File: config.mk
export PLATFORM = sky130hd
export DESIGN_NAME = truth_table_sequencer
export DESIGN_NICKNAME = d
export VERILOG_FILES = /design/src/rtl/truth_table_sequencer_pkg.sv /design/src/rtl/truth_table_sequencer_settle_counter.sv /design/src/rtl/truth_table_sequencer.sv
export SDC_FILE = /design/constraint.sdc
export NUM_CORES = 1
export LEC_CHECK = 0
export ABC_CLOCK_PERIOD_IN_PS = 6700
export CAP_MARGIN = 30
export CORE_MARGIN = 1.5
export CORE_UTILIZATION = 25
export CTS_BUF_LIST = sky130_fd_sc_hd__clkbuf_4
export DETAILED_ROUTE_END_ITERATION = 8
export GPL_TIMING_DRIVEN = 0
export PLACE_DENSITY = 0.55
export SYNTH_ARGS = -nofsm -noshare
export SYNTH_HDL_FRONTEND = slang
export SYNTH_SLANG_ARGS = --single-unit
File: constraint.sdc
create_clock -name clk -period 6.7 [get_ports clk]
set_clock_uncertainty 0.2 [all_clocks]
set_input_delay 1.005 -clock clk [delete_from_list [all_inputs] [get_ports clk]]
set_output_delay 1.005 -clock clk [all_outputs]
set_load 0.1 [all_outputs]
File: src/rtl/truth_table_sequencer_pkg.sv
// Shared definitions for the truth-table sweep controller: FSM state encoding,
// default parameters and the settle-counter reload helper.
package truth_table_sequencer_pkg;

    localparam int N_IN_DEF       = 4;
    localparam int SETTLE_CYC_DEF = 1;
    localparam int CNT_W          = 4;

    typedef enum logic [1:0] {
        S_IDLE   = 2'd0,
        S_SETTLE = 2'd1,
        S_SAMPLE = 2'd2,
        S_DONE   = 2'd3
    } state_e;

    // The counter counts down to zero, so a hold of N cycles reloads N-1.
    function automatic logic [CNT_W-1:0] settleReload(input int settleCyc);
        return CNT_W'(settleCyc - 1);
    endfunction

endpackage

File: src/rtl/truth_table_sequencer_settle_counter.sv
// Down-counter that times how long each vector is held before sampling.
// Load has priority over decrement; the counter stops at zero.
module settle_counter #(
    parameter int WIDTH = 4
) (
    input  logic             clk,
    input  logic             rst,
    input  logic             load_i,
    input  logic             dec_i,
    input  logic [WIDTH-1:0] load_val_i,
    output logic             zero_o
);

    logic [WIDTH-1:0] count_q;
    logic [WIDTH-1:0] count_d;

    always_comb begin
        count_d = count_q;
        if (load_i) begin
            count_d = load_val_i;
        end else if (dec_i && (count_q != '0)) begin
            count_d = count_q - WIDTH'(1);
        end
    end

    always_ff @(posedge clk) begin
        if (rst) begin
            count_q <= '0;
        end else begin
            count_q <= count_d;
        end
    end

    assign zero_o = (count_q == '0);

endmodule

File: src/rtl/truth_table_sequencer.sv
// Exhaustive-sweep controller: walks every input vector of a 4-input function,
// samples F after a settle time and compares the result to a golden truth table.
module truth_table_sequencer
    import truth_table_sequencer_pkg::*;
#(
    parameter int N_IN       = N_IN_DEF,
    parameter int SETTLE_CYC = SETTLE_CYC_DEF
) (
    input  logic                 clk,
    input  logic                 rst,
    input  logic                 start,
    input  logic [2**N_IN-1:0]   expected,
    input  logic                 f_in,
    output logic [N_IN-1:0]      vec_out,
    output logic                 busy,
    output logic                 done,
    output logic                 pass,
    output logic [2**N_IN-1:0]   captured,
    output logic [N_IN:0]        err_count,
    output logic [N_IN-1:0]      first_err_idx
);

    localparam int              DEPTH    = 2**N_IN;
    localparam logic [N_IN-1:0] LAST_IDX = N_IN'(DEPTH - 1);
    localparam logic [N_IN-1:0] IDX_ONE  = N_IN'(1);
    localparam logic [N_IN:0]   ERR_ONE  = (N_IN+1)'(1);

    state_e            state_q, state_d;
    logic [N_IN-1:0]   idx_q, idx_d;
    logic [DEPTH-1:0]  expected_q, expected_d;
    logic [DEPTH-1:0]  captured_q, captured_d;
    logic [N_IN:0]     errCount_q, errCount_d;
    logic [N_IN-1:0]   firstErr_q, firstErr_d;
    logic              pass_q, pass_d;
    logic              cntLoad, cntDec, cntZero;
    logic              accept, lastIdx;

    assign accept  = (state_q == S_IDLE) && start;
    assign lastIdx = (idx_q == LAST_IDX);

    settle_counter #(
        .WIDTH (CNT_W)
    ) u_settle (
        .clk        (clk),
        .rst        (rst),
        .load_i     (cntLoad),
        .dec_i      (cntDec),
        .load_val_i (settleReload(SETTLE_CYC)),
        .zero_o     (cntZero)
    );

    always_ff @(posedge clk) begin
        if (rst) begin
            state_q <= S_IDLE;
        end else begin
            state_q <= state_d;
        end
    end

    always_comb begin
        state_d = state_q;
        unique case (state_q)
            S_IDLE:   if (start) state_d = S_SETTLE;
            S_SETTLE: if (cntZero) state_d = S_SAMPLE;
            S_SAMPLE: state_d = lastIdx ? S_DONE : S_SETTLE;
            S_DONE:   state_d = S_IDLE;
            default:  state_d = S_IDLE;
        endcase
    end

    always_comb begin
        busy    = (state_q != S_IDLE);
        done    = (state_q == S_DONE);
        cntLoad = accept || ((state_q == S_SAMPLE) && !lastIdx);
        cntDec  = (state_q == S_SETTLE);
    end

    // Result registers are cleared on accept and otherwise only move in SAMPLE,
    // so they hold through DONE and IDLE until the next sweep starts.
    always_comb begin
        idx_d      = idx_q;
        expected_d = expected_q;
        captured_d = captured_q;
        errCount_d = errCount_q;
        firstErr_d = firstErr_q;
        pass_d     = pass_q;
        if (accept) begin
            idx_d      = '0;
            expected_d = expected;
            captured_d = '0;
            errCount_d = '0;
            firstErr_d = '0;
            pass_d     = 1'b0;
        end else if (state_q == S_SAMPLE) begin
            captured_d[idx_q] = f_in;
            if (f_in != expected_q[idx_q]) begin
                errCount_d = errCount_q + ERR_ONE;
                if (errCount_q == '0) begin
                    firstErr_d = idx_q;
                end
            end
            if (lastIdx) begin
                pass_d = (errCount_d == '0);
            end else begin
                idx_d = idx_q + IDX_ONE;
            end
        end
    end

    always_ff @(posedge clk) begin
        if (rst) begin
            idx_q      <= '0;
            expected_q <= '0;
            captured_q <= '0;
            errCount_q <= '0;
            firstErr_q <= '0;
            pass_q     <= 1'b0;
        end else begin
            idx_q      <= idx_d;
            expected_q <= expected_d;
            captured_q <= captured_d;
            errCount_q <= errCount_d;
            firstErr_q <= firstErr_d;
            pass_q     <= pass_d;
        end
    end

    assign vec_out       = idx_q;
    assign captured      = captured_q;
    assign err_count     = errCount_q;
    assign first_err_idx = firstErr_q;
    assign pass          = pass_q;

endmodule

==> flow_summary.yaml <==
outcome:
  status: "finished, final reports clean"
synthesis:
  synth-seq-cells: 52
  synth_cells: 294
  syn_avg_cell_area_um2: 8.35
  synth-simple-area-share: 0.218
  synth_top_cell_area_share: 0.424
  ys_top_cells_by_area: "dfxtp_1 42%, nand2_1 9.6%, mux2i_1 7.8%"
  synth_edf_count: 0
  synth-compound-area-share: 0.123
  yosysTopAreaCell: "dfxtp_1"
  yosysSeqAreaShare: 0.424
  synth-adder-area-share: 0.0357
  yosysWarnings: 0
  async_reset_ff_frac: 0
  synth_top_family_by_area: "simple AND/OR/NAND/NOR gates"
  synthFlopType: "dfxtp_1"
  muxShareOfSynthArea: 0.111
  netlist_area_um2: 2450
  synth.distinct_cells: 36
  synthXorXnorAreaFrac: 0.0286
  syn_nets: 321
worst_setup_path:
  crit_chain: "clkdlybuf4s50_1"
  worst-path-buf-inv: 1
  crit_family: "buffers and inverters"
  timing.critical_path.fanout_max: 9
  critPathRequiredTime_ns: 5.49
  critical_path.max_stage_delay_ns: 1.22
  cp_data_arrival_time_ns: 2.19
  worstSetupStartpointType: "flip-flop"
  end_kind: "output pin"
  crit_path_top_delay_cell: "clkdlybuf4s50_1"
  critPathKind: "flip-flop to output pin"
sta:
  rsz0062_at_grt: "false"
  worstMarginPinSlew_ns: 0.983
  drv_slew: 0
  min_period_ns: 3.40
  post-route-period-util: 0.507
  finalSetupViolCount: 0
  hold_viol_final: 0
  achievable-frequency_mhz: 295
  relSlewSlack: 0.342
  whs_ns: 0.264
  setup_tns_ns: 0
placed_design:
  io_buffers: 51
  hpwl_um: 4460
  placed_cells: 474
  gp_congestion: 0.777
floorplanning:
  die_h_um: 102
  ios: 52
  rows: 35
  die_w_um: 102
  die_area_um2: 10400
  initial_core_util: 0.262
  core_area_um2: 9370
clock_tree:
  hold_buffers: 0
  clock_path_buffers: 2
  clk_pin_slew_ns: 0.16
  cts-root-buf: "clkbuf_4"
  cts_buffers: 5
  htree_levels: 2
  cts_resized: 0
  cts_tree: "built"
  clk_latency_ns: 0.37
  postCtsSetupRepairBufs: 0
  cts_sinks: 52
routing:
  wl_met2_um: 2750
  wl_met3_um: 230
  avgRoutedWirePerCell_um: 12.0
  routed_wl_um: 5790
  avgViaCountPerCell: 4.34
  dr.pass1.iters: 4
  ant_nets: 0
  vias: 2093
  wirelength_met1_um: 2740
  drt_iter0_markers: 76
  top_layer_used: "met4"
  drc: 0
power:
  ir_worst_vdd_mv: 0.0846
  power_leakage_nw: 1.10
  power_density_nw_per_um2: 179
global_route:
  grt.total_usage: 0.118
  antenna_found_initial: 0
  grt_pass1_vias: 2023
  grt_pass1_wl_um: 9610
  grt_max_degree: 17
  overflow: 0
cells_and_area:
  fin_nets: 379
  final_layout_size_suffix_gt1_frac: 0.0623
  fillCellCount: 1027
  area_delta_synth_final_pct: 30.8
  instances_no_fill: 482
  fin_util: 0.342
  diodes: 0
hold_path:
  hp-class: "flip-flop to flip-flop"
run:
  max_cap_viol_count: 0
[cell usage after synthesis, drive strengths merged (3+ instances only)]
library cell / n
nor3: 9
and3: 3
nand2: 63
mux2i: 20
xnor2: 5
o21ai: 12
xor2: 3
clkbuf: 12
nand2b: 3
dfxtp: 52
ha: 7
nand3: 4
inv: 11
nor2: 34
buf: 3
a21oi: 34
[through the flow]
step / instance area (um2) / setup WS, ns / power (mW)
6_report: 3210 / 3.30 / 0.575
3_3_place_gp: 3130 / 3.65 / 0.398
4_1_cts: 3210 / 3.25 / 0.584
5_1_grt: 3210 / 3.19 / 0.603
2_1_floorplan: 2450 / 3.77 / 0.373
3_5_place_dp: 3130 / 3.61 / 0.398
[layout make-up]
cell class | instances | area (um2) | area share
Clock buffer | 6 | 45.0 | 0.0140
Sequential cell | 52 | 1040 | 0.324
Tap cell | 129 | 161 | 0.0503
Clock inverter | 2 | 38.8 | 0.0121
Multi-Input combinational cell | 216 | 1270 | 0.395
Inverter | 11 | 41.3 | 0.0129
Buffer | 15 | 103 | 0.0320
Timing Repair Buffer | 51 | 510 | 0.159
[logic make-up (layout without fill, tap and decap cells)]
kind of cell,count (synthesis),in the layout
simple gates,124,124
compound gates,54,54
flops,52,52
buf+inv,26,85
mux,23,23
xor+xnor,8,8
fa+ha+maj,7,7
[cells in the final DEF (no fill, tap or decap), types with 2 or more instances in the layout]
master / synthesis / final
a21oi_1: 33 / 33
clkbuf_8: 3 / 3
a31oi_1: 2 / 2
mux4_2: 2 / 2
and3_1: 3 / 3
inv_1: 11 / 11
buf_6: 2 / 2
a21o_1: 2 / 2
nor2_1: 34 / 34
nand2b_1: 3 / 3
o21ai_0: 12 / 12
dfxtp_1: 52 / 52
nand2_1: 63 / 63
xor2_1: 3 / 3
clkdlybuf4s50_1: 0 / 51
xnor2_1: 5 / 5
mux2i_1: 19 / 19
nand3_1: 3 / 3
clkbuf_4: 0 / 6
ha_1: 7 / 7
nor3_1: 9 / 9
clkbuf_1: 9 / 9
and2_1: 2 / 2
[per-layer routing]
metal,track usage,vias to the layer above
met1,0.154,960
met4,0.0358,0
met5,0,-
li1,-,1093
met2,0.195,34
met3,0.0253,6
[sequential cells by signal (all words and copies together), names as in the netlist]
| register | flops |
|---|---|
| captured | 16 |
| pass | 1 |
| state_q | 2 |
| expected_q | 16 |
| err_count | 5 |
| first_err_idx | 4 |
| u_settle.count_q | 4 |
| vec_out | 4 |
[power breakdown]
| group | total, mW | internal (mW) | switching, mW |
|---|---|---|---|
| clock | 0.184 | 0.0844 | 0.0999 |
| combinational | 0.0683 | 0.0285 | 0.0399 |
| sequential | 0.322 | 0.317 | 0.00509 |
[final timing paths]
check | from | endpoint | slack (ns) | cells past startpoint
max reg2reg | vec_out[1] | err_count[2] | 4.23 | 5
max | vec_out[1] | vec_out[1] | 3.30 | 1
min | expected_q[8] | expected_q[8] | 0.26 | 2
min reg2reg | expected_q[8] | expected_q[8] | 0.26 | 2
Note: power is estimated with default switching activity, not from simulation.
